$ cat src/rtl/rc4_keystream_gen.sv
// 4-bit RC4 keystream generator: nibble key load, S-box init, KSA, then PRGA with ready/valid output.
// Define RC4_DROP_EN to discard the first DROP_N keystream nibbles.
module rc4_keystream_gen #(
   parameter int KEY_LEN = 16,
   parameter int DROP_N  = 16
) (
   input  logic       clk,
   input  logic       reset,
   input  logic       key_wr,
   input  logic [3:0] key_data,
   input  logic       start,
   input  logic       stop,
   input  logic       ks_ready,
   output logic       ks_valid,
   output logic [3:0] ks_data,
   output logic       busy
);

   typedef enum logic [2:0] {
      IDLE, INIT, KSA_J, KSA_SW, PR_I, PR_J, PR_SW, PR_OUT
   } state_t;

   localparam logic [3:0] KP_LAST = 4'(KEY_LEN - 1);

   state_t     state;
   logic [3:0] sbox [16];
   logic [3:0] key  [16];
   logic [3:0] i;
   logic [3:0] j;
   logic [3:0] kp;
   logic [3:0] kp_next;
   logic [3:0] pr_idx;
   logic [3:0] out_nib;

   if (KEY_LEN < 1 || KEY_LEN > 16) begin : g_bad_key_len
      $error("KEY_LEN must be in 1..16");
   end
   if (DROP_N < 0) begin : g_bad_drop_n
      $error("DROP_N must be non-negative");
   end

   // Output index is computed before the swap; the lookup returns the value that sits there after it.
   function automatic logic [3:0] swapped_lookup(input logic [3:0] t, input logic [3:0] ii,
                                                 input logic [3:0] jj, input logic [3:0] si,
                                                 input logic [3:0] sj, input logic [3:0] st);
      if (t == ii) return sj;
      if (t == jj) return si;
      return st;
   endfunction

   assign kp_next = (kp == KP_LAST) ? 4'd0 : kp + 4'd1;
   assign pr_idx  = sbox[i] + sbox[j];
   assign out_nib = swapped_lookup(pr_idx, i, j, sbox[i], sbox[j], sbox[pr_idx]);

`ifdef RC4_DROP_EN
   localparam int DCW = (DROP_N < 1) ? 1 : $clog2(DROP_N + 1);
   logic [DCW-1:0] drop_cnt;
`endif

   // S-box contents are don't-care after reset or stop, so they carry no reset.
   always_ff @(posedge clk) begin
      case (state)
         INIT: sbox[i] <= i;
         KSA_SW, PR_SW: begin
            sbox[i] <= sbox[j];
            sbox[j] <= sbox[i];
         end
         default: ;
      endcase
   end

   always_ff @(posedge clk) begin
      if (reset) begin
         state    <= IDLE;
         i        <= 4'd0;
         j        <= 4'd0;
         kp       <= 4'd0;
         ks_valid <= 1'b0;
         ks_data  <= 4'd0;
         busy     <= 1'b0;
         for (int k = 0; k < 16; k++) key[k] <= 4'd0;
`ifdef RC4_DROP_EN
         drop_cnt <= '0;
`endif
      end else if (stop) begin
         state    <= IDLE;
         ks_valid <= 1'b0;
         busy     <= 1'b0;
      end else begin
         case (state)
            IDLE: begin
               if (start) begin
                  state <= INIT;
                  busy  <= 1'b1;
                  i     <= 4'd0;
                  j     <= 4'd0;
                  kp    <= 4'd0;
`ifdef RC4_DROP_EN
                  drop_cnt <= '0;
`endif
               end else if (key_wr) begin
                  key[kp] <= key_data;
                  kp      <= kp_next;
               end
            end
            INIT: begin
               i <= i + 4'd1;
               if (i == 4'd15) state <= KSA_J;
            end
            KSA_J: begin
               j     <= j + sbox[i] + key[kp];
               state <= KSA_SW;
            end
            KSA_SW: begin
               kp <= kp_next;
               if (i == 4'd15) begin
                  i     <= 4'd0;
                  j     <= 4'd0;
                  state <= PR_I;
               end else begin
                  i     <= i + 4'd1;
                  state <= KSA_J;
               end
            end
            PR_I: begin
               i     <= i + 4'd1;
               state <= PR_J;
            end
            PR_J: begin
               j     <= j + sbox[i];
               state <= PR_SW;
            end
            PR_SW: begin
`ifdef RC4_DROP_EN
               if (drop_cnt != DCW'(DROP_N)) begin
                  drop_cnt <= drop_cnt + 1'b1;
                  state    <= PR_I;
               end else begin
                  ks_data  <= out_nib;
                  ks_valid <= 1'b1;
                  state    <= PR_OUT;
               end
`else
               ks_data  <= out_nib;
               ks_valid <= 1'b1;
               state    <= PR_OUT;
`endif
            end
            PR_OUT: begin
               if (ks_ready) begin
                  ks_valid <= 1'b0;
                  state    <= PR_I;
               end
            end
            default: state <= IDLE;
         endcase
      end
   end

endmodule

$ cat config.mk
export PLATFORM = sky130hd
export DESIGN_NAME = rc4_keystream_gen
export DESIGN_NICKNAME = d
export VERILOG_FILES = /design/src/rtl/rc4_keystream_gen.sv
export SDC_FILE = /design/constraint.sdc
export NUM_CORES = 1
export LEC_CHECK = 0
export BUFFER_PORTS_ARGS = -buffer_cell sky130_fd_sc_hd__buf_2
export CORE_ASPECT_RATIO = 1.75
export CORE_MARGIN = 5
export CORE_UTILIZATION = 50
export DETAILED_ROUTE_END_ITERATION = 10
export PLACE_DENSITY = 0.68
export SLEW_MARGIN = 20
export SYNTH_ARGS = -nofsm -noshare
export SYNTH_HDL_FRONTEND = slang
export SYNTH_SLANG_ARGS = --single-unit
$ cat constraint.sdc
create_clock -name clk -period 4.4 [get_ports clk]
set_clock_uncertainty 0.1 [all_clocks]
set_input_delay 0.44 -clock clk [delete_from_list [all_inputs] [get_ports clk]]
set_output_delay 0.44 -clock clk [all_outputs]
set_load 0.1 [all_outputs]
==> reports/metrics.cfg, run 1 <==
[outcome]
status=completed

[yosys]
synth_edf_count=128
ys_seq_area_share_pct=47.8
ys_warn_count=0
synth.distinct_cells=56
syn-num-nets=749
async_reset_ff_share_pct=0
avgSynthCellArea_sq_um=13.1
ys_ff_latch=161
syn_inst=719
synth_top_flop_cell=edfxtp_1
syn-cell-area_sq_um=9420

[place]
place_hpwl_microns=20100
post_dp_cell_area_sq_um=9770
numPortBuffers=15
pre_cts_slack_ns=0.179
gp_congestion=1.03

[floorplan]
die_area_sq_um=21800
core_area_sq_um=18600
io_pins=16
die-height_microns=192
die_x_microns=114
start_util_pct=50.7
rows=66

[route]
drcViolationCount=0
via_per_inst=6.41
routed_wl_microns=25800
postRouteAntennaNets=0
num_vias=6266
route.detailed.wl_per_inst_microns=26.4
drt-initial-drc-count=496
firstDrtPassIters=5

[global_routing]
grtUsageTotal_pct=25.0
grt_pass1_wl_microns=39300
grt_remaining_overflow=0
grt_pass1_vias=6692
antenna_found_initial=0
grt_max_degree=28

[clock_network]
cts-root-buf=clkbuf_16
clk_pin_slew_ns=0.07
clk_path_buf_depth=2
cts_tree=yes
numClockSinks=161
htreeDepth=4
ctsHoldBuffers=0
insertion_delay_ns=0.43
numCtsBuffers=17

[final_layout]
syn_to_final_growth_pct=10.3
final_layout_size_suffix_gt1_share_pct=23.3
antenna_cells=0
register_area_sq_um=4510
fillers=1539
fin_area_sq_um=10400
fin_nets=756
multi_input_area_sq_um=4630

[critical_path]
crit_type=reg2reg
reg2reg_depth=11
rrSetupSlack_ns=0.17
critical_path_required_ns=4.62
arrival_ns=4.45
r2r_end=ks_data[3]$_SDFFE_PP0P_
start_kind=flip-flop
worst_setup_path_end_kind=flip-flop
critPathMaxFanout=16

[sta]
max_freq_mhz=236
setup_viol=0
rsz0062_at_grt=no
finalMaxSlewViolations=0
period_minus_slack_ns=4.23
tightest_slew_ns=0.734
relSlewSlack_pct=50.6
finalHoldViolations=0
setup_slack_ns=0.171
fin_hold_ws_ns=0.229
min_period_over_period_pct=96.1

[job]
drv_cap=0

[pwr]
power_leakage_nw=3.66
powerDensity_nw_per_um2=351
vdd_ir_drop_max_uv=261

[worst_hold_path]
min_path_cells=3
holdCritPathClass=in2reg
holdPathEnd=busy$_SDFFE_PP0P_
hp-start=start

[cell type report]
type / count / share of cell area (%)
Sequential cell: 161 / 43.3
Clock inverter: 15 / 1.94
Clock buffer: 17 / 4.09
Inverter: 19 / 0.686
Multi-Input combinational cell: 490 / 44.5
Tap cell: 238 / 2.87
Timing Repair Buffer: 37 / 2.55
[metal layers]
layer  vias up  GRT usage [%]  routed length [microns]
met4         0           19.8                     2370
met2       272           48.1                    14700
met5         -              0                        0
li1       2735              -                        -
met3       128           3.69                      957
met1      3131           22.2                     7770
[cell usage after synthesis, types with 6 or more instances]
cell | count | area [sq um]
mux2i_1 | 82 | 821
ha_1 | 17 | 213
o21ai_0 | 11 | 55.1
nor3_1 | 14 | 70.1
nand3_1 | 8 | 40.0
inv_1 | 19 | 71.3
nand2b_1 | 7 | 43.8
dfxtp_1 | 33 | 661
and2_1 | 66 | 413
edfxtp_1 | 128 | 3840
nand2_1 | 42 | 158
buf_2 | 8 | 40.0
mux4_2 | 65 | 1460
mux4_1 | 6 | 158
o22ai_1 | 9 | 56.3
nor2_1 | 49 | 184
or2_2 | 19 | 119
a21o_1 | 8 | 60.1
xnor2_1 | 11 | 96.3
a21oi_1 | 16 | 80.1
clkbuf_1 | 32 | 120
xor2_1 | 6 | 52.6
[state kept, by name (all words and copies together), names as in the netlist, named ones only]
register  flops
key          64
busy          1
j             4
i             4
ks_data       4
state         3
kp            4
ks_valid      1
sbox         64
[logic make-up after synthesis]
family / Yosys count / synth area share, %
adders and majority gates: 20 / 2.89
buffers and inverters: 68 / 3.19
xor gates and xnor gates: 20 / 2.26
AOI/OAI and AO/OA: 69 / 4.86
DFF: 161 / 47.8
and+or+nand+nor: 221 / 12.2
muxes: 160 / 26.8
[how the worst max path moves through the flow]
| stage | start | end | slack, ns | cells after the start |
|---|---|---|---|---|
| 2_1_floorplan | flip-flop | ks_data[0]$_SDFFE_PP0P_ | -0.11 | 16 |
| 3_3_place_gp | flip-flop | j[3]$_SDFFE_PP0P_ | 0.24 | 14 |
| 3_5_place_dp | flip-flop | ks_data[3]$_SDFFE_PP0P_ | 0.18 | 13 |
| 4_1_cts | flip-flop | flip-flop | 0.16 | 14 |
| 5_1_grt | flip-flop | ks_data[3]$_SDFFE_PP0P_ | 0.004 | 11 |
| 6_report | flip-flop | ks_data[3]$_SDFFE_PP0P_ | 0.17 | 11 |
[per-stage QoR]
step / power (mW) / setup TNS, ns / cells / util [%]
6_report: 3.65 / 0 / 977 / 55.9
3_3_place_gp: 2.12 / 0 / 945 / 52.6
3_5_place_dp: 2.13 / 0 / 945 / 52.6
4_1_cts: 3.66 / 0 / 977 / 55.9
2_1_floorplan: 2.01 / -0.110 / 719 / -
5_1_grt: 3.76 / 0 / 977 / 55.9
[repair_timing]
action | in CTS | in global routing
resized for setup | 0 | 1
endpoints found under the setup margin | 0 | 3
hold endpoints to repair | 0 | 0
setup buffers | 0 | 0
[where the power goes]
part           leakage [nW]  switching (mW)  total, mW  internal (mW)
sequential             1.48          0.0253       1.68           1.66
combinational          1.88           0.224      0.416          0.192
clock                 0.305           0.643       1.55          0.910
[critical path, stage by stage, from the launching register on]
cell,delay (ns)
dfxtp_1,0.54
mux4_1,0.61
mux4_2,0.52
ha_1,0.25
fa_1,0.68
buf_12,0.20
mux4_2,0.29
mux2i_1,0.31
a21oi_1,0.12
a31oi_1,0.16
o221ai_1,0.14
a22o_1,0.19
[placed cells by master (no fill, tap or decap), types with 3 or more instances in the layout]
cell         n
edfxtp_1   128
mux2i_1     82
and2_1      66
mux4_2      65
nor2_1      49
nand2_1     42
dfxtp_1     32
buf_4       20
inv_1       19
or2_2       19
ha_1        17
clkbuf_16   17
a21oi_1     16
buf_2       15
nor3_1      14
xnor2_1     11
o21ai_0     11
o22ai_1      9
a21o_1       8
nand3_1      8
nand2b_1     7
mux4_1       6
xor2_1       5
o21bai_1     5
mux2_2       5
inv_6        5
o221a_2      4
nand4_1      3
a31oi_1      3
o21ai_1      3
fa_1         3
bufinv_16    3
(Power assumes the default switching activity.)
==> run 2, diff against run 1 <==
--- a/config.mk
+++ b/config.mk
@@ -6,11 +6,13 @@
 export NUM_CORES = 1
 export LEC_CHECK = 0
 export BUFFER_PORTS_ARGS = -buffer_cell sky130_fd_sc_hd__buf_2
+export CELL_PAD_IN_SITES_DETAIL_PLACEMENT = 1
+export CELL_PAD_IN_SITES_GLOBAL_PLACEMENT = 2
 export CORE_ASPECT_RATIO = 1.75
 export CORE_MARGIN = 5
-export CORE_UTILIZATION = 50
+export CORE_UTILIZATION = 41
 export DETAILED_ROUTE_END_ITERATION = 10
-export PLACE_DENSITY = 0.68
+export PLACE_DENSITY_LB_ADDON = 0.1
 export SLEW_MARGIN = 20
 export SYNTH_ARGS = -nofsm -noshare
 export SYNTH_HDL_FRONTEND = slang
==> constraint.sdc (replaced) <==
create_clock -name clk -period 4.4 [get_ports clk]
set_clock_uncertainty 0.1 [all_clocks]
set_input_delay 0.66 -clock clk [delete_from_list [all_inputs] [get_ports clk]]
set_output_delay 0.66 -clock clk [all_outputs]
set_load 0.1 [all_outputs]
==> run 2 against run 1 <==
Net effect:
- sequential power hardly changed
- die area is 20% higher
- routed wire length is 13% higher
- sequential cell count stayed put
- hold slack better by 0.14 ns
- critical path depth stayed put
- utilization is 9.9 points lower
- sequential share of layout area is 0.33 points lower
- fmax is 1.0% higher
- combinational power hardly changed
- clock power hardly changed
- critical path type unchanged
- largest cell class unchanged
==> reports/metrics.cfg, run 2 (synthesized netlist as in run 1, its figures left out) <==
[floorplan]
core_area_sq_um=22700  ; was 18600 sq um
die_area_sq_um=26200  ; was 21800 sq um
die-height_microns=211  ; was 192 microns
start_util_pct=41.4  ; was 50.7%
rows=73  ; was 66
die_x_microns=125  ; was 114 microns
io_pins=16  ; unchanged

[clock_network]
insertion_delay_ns=0.44  ; was 0.43 ns
cts_tree=yes  ; unchanged
clk_pin_slew_ns=0.06  ; was 0.07 ns
cts_setup_buffers=0  ; unchanged
htreeDepth=4  ; unchanged
cts_resized=0  ; unchanged
numClockSinks=161  ; unchanged
numCtsBuffers=17  ; unchanged
ctsHoldBuffers=0  ; unchanged
clk_path_buf_depth=2  ; unchanged
cts-root-buf=clkbuf_16  ; unchanged

[final_layout]
final_layout_size_suffix_gt1_share_pct=22.7  ; was 23.3%
fillers=2353  ; was 1539
reg_top3=key: 64 flops, sbox: 64 flops  ; unchanged
final_cell_mix=edfxtp_1, mux2i_1, and2_1, mux4_2, nor2_1  ; unchanged
fin_nets=757  ; was 756
syn_to_final_growth_pct=11.1  ; was 10.3%
stdcell_count=1040  ; was 977
antenna_cells=0  ; unchanged
fin_area_sq_um=10500  ; was 10400 sq um
final_common_cell=edfxtp_1  ; unchanged

[global_routing]
grt_max_degree=28  ; unchanged
gr-usage-met2_pct=46.7  ; was 48.1%
busiest_layer=met2  ; unchanged
grtUsageTotal_pct=22.5  ; was 25.0%
grt.met1_usage_pct=19.8  ; was 22.2%
grt_remaining_overflow=0  ; unchanged
grt_pass1_wl_microns=42800  ; was 39300 microns
grt_pass1_vias=6751  ; was 6692
antenna_found_initial=0  ; unchanged
grtUsageMet3_pct=2.94  ; was 3.69%

[route]
firstDrtPassIters=5  ; unchanged
route.detailed.wl_per_inst_microns=28.0  ; was 26.4 microns
num_vias=6036  ; was 6266
routed_wl_microns=29100  ; was 25800 microns
drt-initial-drc-count=334  ; was 496
drcViolationCount=0  ; unchanged
postRouteAntennaNets=0  ; unchanged
via_per_inst=5.80  ; was 6.41

[place]
dp.cells=1008  ; was 945
numPortBuffers=15  ; unchanged
post_dp_cell_area_sq_um=9850  ; was 9770 sq um
place_hpwl_microns=23000  ; was 20100 microns
gp_congestion=0.917  ; was 1.03

[sta]
finalHoldViolations=0  ; unchanged
tightest_slew_ns=0.871  ; was 0.734 ns
period_minus_slack_ns=4.19  ; was 4.23 ns
max_freq_mhz=239  ; was 236 MHz
rsz0062_at_grt=no  ; unchanged
finalMaxSlewViolations=0  ; unchanged
min_period_over_period_pct=95.2  ; was 96.1%
relSlewSlack_pct=41.5  ; was 50.6%
setup_viol=0  ; unchanged

[critical_path]
crit_type=reg2reg  ; unchanged
reg2reg_depth=11  ; unchanged
start_kind=flip-flop  ; unchanged
critical_path_required_ns=4.62  ; about the same
critPathMaxFanout=16  ; unchanged
r2r_end=ks_data[3]$_SDFFE_PP0P_  ; unchanged
arrival_ns=4.41  ; was 4.45 ns
worst_setup_path_end_kind=flip-flop  ; unchanged
rrSetupSlack_ns=0.21  ; was 0.17 ns

[job]
drv_cap=0  ; unchanged

[pwr]
powerDensity_nw_per_um2=351  ; about the same
power_leakage_nw=3.65  ; was 3.66 nW
p_total_mw=3.68  ; was 3.65 mW
vdd_ir_drop_max_uv=274  ; was 261 uV

[worst_hold_path]
holdPathEnd=ks_valid$_SDFFE_PP0P_  ; was busy$_SDFFE_PP0P_
hp-start=ks_valid$_SDFFE_PP0P_  ; was start
holdCritPathClass=reg2reg  ; was in2reg
min_path_cells=2  ; was 3

[outcome]
status=completed  ; unchanged

run 2: area by class of cell:
cell class	instances	area, sq um	area share, %
inverters	19	71.3	0.681
multi-input cells	490	4630	44.2
clock inverters	13	184	1.76
repair buffers	38	277	2.64
flip-flops and latches	161	4500	43.0
well taps	300	375	3.58
clock buffers	19	433	4.13
run 2: worst max-delay path by stage:
| stage | from | end | slack (ns) | depth (start not counted) |
|---|---|---|---|---|
| 6_report | flip-flop | ks_data[3]$_SDFFE_PP0P_ | 0.21 | 11 |
| 5_1_grt | flip-flop | ks_data[3]$_SDFFE_PP0P_ | 0.03 | 11 |
| 4_1_cts | flip-flop | ks_data[3]$_SDFFE_PP0P_ | 0.21 | 11 |
| 3_3_place_gp | flip-flop | ks_data[3]$_SDFFE_PP0P_ | 0.29 | 11 |
| 2_1_floorplan | flip-flop | ks_data[0]$_SDFFE_PP0P_ | -0.11 | 16 |
| 3_5_place_dp | flip-flop | ks_data[3]$_SDFFE_PP0P_ | 0.22 | 11 |
run 2: metal layers:
metal	vias up	wire length, microns
li1	2732	-
met1	3089	8970
met2	147	17700
met3	68	793
met4	0	1670
met5	-	0
run 2: report_power, final:
part	total (mW)	switching, mW	internal (mW)
registers	1.69	0.0278	1.66
clock network	1.58	0.625	0.952
logic	0.416	0.228	0.188
total	3.68	0.881	2.80
run 2: worst max-delay path: stages, from the launching register on:
cell,delay [ns]
dfxtp_1,0.57
mux4_1,0.61
mux4_2,0.51
ha_1,0.25
fa_1,0.67
buf_12,0.19
mux4_2,0.31
mux2i_1,0.24
a21oi_1,0.10
a31oi_1,0.16
o221ai_1,0.14
a22o_1,0.20
run 2: through the flow:
stage	worst slack [ns]	hold WS, ns	setup TNS, ns	utilization (%)
after global routing	0.0283	0.374	0	46.0
after detailed placement	0.222	0.357	0	43.3
after global placement	0.286	0.346	0	43.3
after floorplan	-0.110	0.408	-0.110	-
after CTS	0.206	0.367	0	46.0
final	0.213	0.367	0	46.0
==> run 3, diff against run 2 <==
--- a/config.mk
+++ b/config.mk
@@ -10,9 +10,10 @@
 export CELL_PAD_IN_SITES_GLOBAL_PLACEMENT = 2
 export CORE_ASPECT_RATIO = 1.75
 export CORE_MARGIN = 5
-export CORE_UTILIZATION = 41
+export CORE_UTILIZATION = 46
 export DETAILED_ROUTE_END_ITERATION = 10
 export PLACE_DENSITY_LB_ADDON = 0.1
+export REMOVE_ABC_BUFFERS = 1
 export SLEW_MARGIN = 20
 export SYNTH_ARGS = -nofsm -noshare
 export SYNTH_HDL_FRONTEND = slang
==> constraint.sdc (replaced) <==
create_clock -name clk -period 4.8 [get_ports clk]
set_clock_uncertainty 0.1 [all_clocks]
set_input_delay 0.72 -clock clk [delete_from_list [all_inputs] [get_ports clk]]
set_output_delay 0.72 -clock clk [all_outputs]
set_load 0.1 [all_outputs]
==> run 3 against run 2 <==
Net effect:
- sequential power fell by 8%
- design area fell by 1.3%
- global-route usage rose by 2.8 points
- utilization rose by 4.9 points
- register-to-register slack improved by 0.21 ns
- die area fell by 10%
- combinational power fell by 7.9%
- clock power fell by 13%
- sequential cell count did not move
- power fell by 10%
- highest routed layer unchanged
- sequential share of layout area rose by 0.55 points
==> reports/metrics.cfg, run 3 (synthesized netlist as in run 1, its figures left out) <==
[pwr]
power_leakage_nw=3.61  ; was 3.65 nW
clkPwrFrac_pct=41.5  ; was 42.9%
netSwitchingFraction_pct=25.4  ; was 23.9%
vdd_ir_drop_max_uv=345  ; was 274 uV
powerDensity_nw_per_um2=319  ; was 351 nW/um^2
seqPwrFrac_pct=46.9  ; was 45.8%
pwr-share-comb_pct=11.6  ; was 11.3%
p_switching_uw=839  ; was 881 uW
intPower_mw=2.46  ; was 2.80 mW

[route]
postRouteAntennaNets=0  ; unchanged
route.detailed.wl_per_inst_microns=29.4  ; was 28.0 microns
dr_wl_met2_microns=17000  ; was 17700 microns
routed_wl_microns=29000  ; was 29100 microns
wl_met1_microns=8990  ; was 8970 microns
top_layer=met4  ; unchanged
via_per_inst=6.27  ; was 5.80
dr_wl_met3_microns=988  ; was 793 microns
drt-initial-drc-count=335  ; was 334
num_vias=6183  ; was 6036
firstDrtPassIters=5  ; unchanged
drcViolationCount=0  ; unchanged

[floorplan]
start_util_pct=46.5  ; was 41.4%
die-height_microns=199  ; was 211 microns
die_x_microns=118  ; was 125 microns
io_pins=16  ; unchanged
rows=69  ; was 73
core_area_sq_um=20300  ; was 22700 sq um
die_area_sq_um=23600  ; was 26200 sq um

[sta]
period_minus_slack_ns=4.37  ; was 4.19 ns
rsz0062_at_grt=no  ; unchanged
tightest_slew_ns=1.06  ; was 0.871 ns
setup_viol=0  ; unchanged
min_period_over_period_pct=91.1  ; was 95.2%
max_freq_mhz=229  ; was 239 MHz
finalMaxSlewViolations=0  ; unchanged
finalHoldViolations=0  ; unchanged
fin_tns_setup_ns=0  ; unchanged
setup_slack_ns=0.427  ; was 0.213 ns
relSlewSlack_pct=29.2  ; was 41.5%

[critical_path]
start_kind=flip-flop  ; unchanged
r2r_end=ks_data[3]$_SDFFE_PP0P_  ; unchanged
critical_path_required_ns=5.04  ; was 4.62 ns
rrSetupSlack_ns=0.43  ; was 0.21 ns
reg2reg_depth=12  ; was 11
worst_setup_path_end_kind=flip-flop  ; unchanged
crit_type=reg2reg  ; unchanged
arrival_ns=4.62  ; was 4.41 ns
critPathMaxFanout=12  ; was 16

[final_layout]
final_layout_size_suffix_gt1_share_pct=23.4  ; was 22.7%
syn_to_final_growth_pct=9.72  ; was 11.1%
final_cell_mix=edfxtp_1, mux2i_1, and2_1, mux4_2, nor2_1  ; unchanged
fin_nets=755  ; was 757
antenna_cells=0  ; unchanged
fillers=2026  ; was 2353
final_common_cell=edfxtp_1  ; unchanged
stdcell_count=986  ; was 1040
reg_top3=key: 64 flops, sbox: 64 flops  ; unchanged

[clock_network]
cts_tree=yes  ; unchanged
cts-root-buf=clkbuf_16  ; unchanged
ctsHoldBuffers=0  ; unchanged
clk_path_buf_depth=2  ; unchanged
numCtsBuffers=17  ; unchanged
clk_pin_slew_ns=0.07  ; was 0.06 ns
htreeDepth=4  ; unchanged
numClockSinks=161  ; unchanged
insertion_delay_ns=0.45  ; was 0.44 ns

[worst_hold_path]
holdCritPathClass=reg2reg  ; unchanged
holdPathEnd=ks_valid$_SDFFE_PP0P_  ; unchanged
hp-start=ks_valid$_SDFFE_PP0P_  ; unchanged
min_path_cells=2  ; unchanged

[outcome]
status=completed  ; unchanged

[place]
numPortBuffers=15  ; unchanged
gp_congestion=0.901  ; was 0.917
dp.cells=954  ; was 1008
pre_cts_slack_ns=0.231  ; was 0.222 ns
place_hpwl_microns=23000  ; about the same

[job]
drv_cap=0  ; unchanged

[global_routing]
grt_pass1_vias=6815  ; was 6751
grt_max_degree=25  ; was 28
grtUsageTotal_pct=25.3  ; was 22.5%
grt_pass1_wl_microns=42900  ; was 42800 microns
grt_remaining_overflow=0  ; unchanged
antenna_found_initial=0  ; unchanged

-- run 3: cell types whose count changed in the layout (fill, tap and decap cells not counted), sizes merged --
cell / change
clkinvlp: +4
buf: -2
bufinv: -2
clkinv: -2
clkbuf: -1
inv: +1
-- run 3: timing repair --
action                                  CTS  global route
setup buffers                             0             0
endpoints found under the setup margin    0             2
resized for setup                         0             1
-- run 3: area by class of cell --
class                           instances  area [sq um]  area share (%)
Clock buffer                           18           429            4.15
Clock inverter                         14           155            1.50
Inverter                               19          71.3           0.690
Multi-Input combinational cell        490          4640            44.8
Sequential cell                       161          4500            43.6
Tap cell                              248           310            3.00
Timing Repair Buffer                   36           233            2.25
-- run 3: metal layers --
metal  track usage (%)  up-vias
li1                  -     2733
met1              22.3     3162
met2              50.8      196
met3              3.82       92
met4              17.3        0
met5                 0        -
-- run 3: metrics by stage --
stage / hold WS (ns) / util, % / area (sq um) / power [mW]
after floorplan: 0.408 / - / 9200 / 1.83
after global placement: 0.341 / 48.1 / 9750 / 1.95
after detailed placement: 0.352 / 48.1 / 9750 / 1.96
after CTS: 0.362 / 51.0 / 10300 / 3.31
after global routing: 0.391 / 51.0 / 10300 / 3.40
final: 0.354 / 51.0 / 10300 / 3.30
-- run 3: how the worst max path moves through the flow --
stage / startpoint / to / depth (start not counted)
final: flip-flop / ks_data[3]$_SDFFE_PP0P_ / 12
after global routing: flip-flop / ks_data[3]$_SDFFE_PP0P_ / 12
after global placement: flip-flop / ks_data[0]$_SDFFE_PP0P_ / 12
after floorplan: flip-flop / ks_data[3]$_SDFFE_PP0P_ / 12
after detailed placement: flip-flop / ks_data[0]$_SDFFE_PP0P_ / 12
after CTS: flip-flop / ks_data[0]$_SDFFE_PP0P_ / 12
-- run 3: power by group through the flow --
stage	clock (mW)	sequential (mW)	combinational, mW
after floorplan	0	1.57	0.260
after global placement	0	1.58	0.373
after detailed placement	0	1.58	0.382
after CTS	1.38	1.55	0.384
after global routing	1.44	1.55	0.411
final	1.37	1.55	0.383
-- run 3: critical path, cell delays in order (launching register included) --
cell and delay, ns:
dfxtp_1 0.60, mux4_2 0.57, mux2_2 0.28, o21ai_1 0.20, inv_1 0.14, ha_1 0.26
fa_2 0.80, mux4_2 0.35, mux2i_1 0.34, a21oi_1 0.12, a31oi_1 0.15, o221ai_1 0.16
a22o_1 0.20
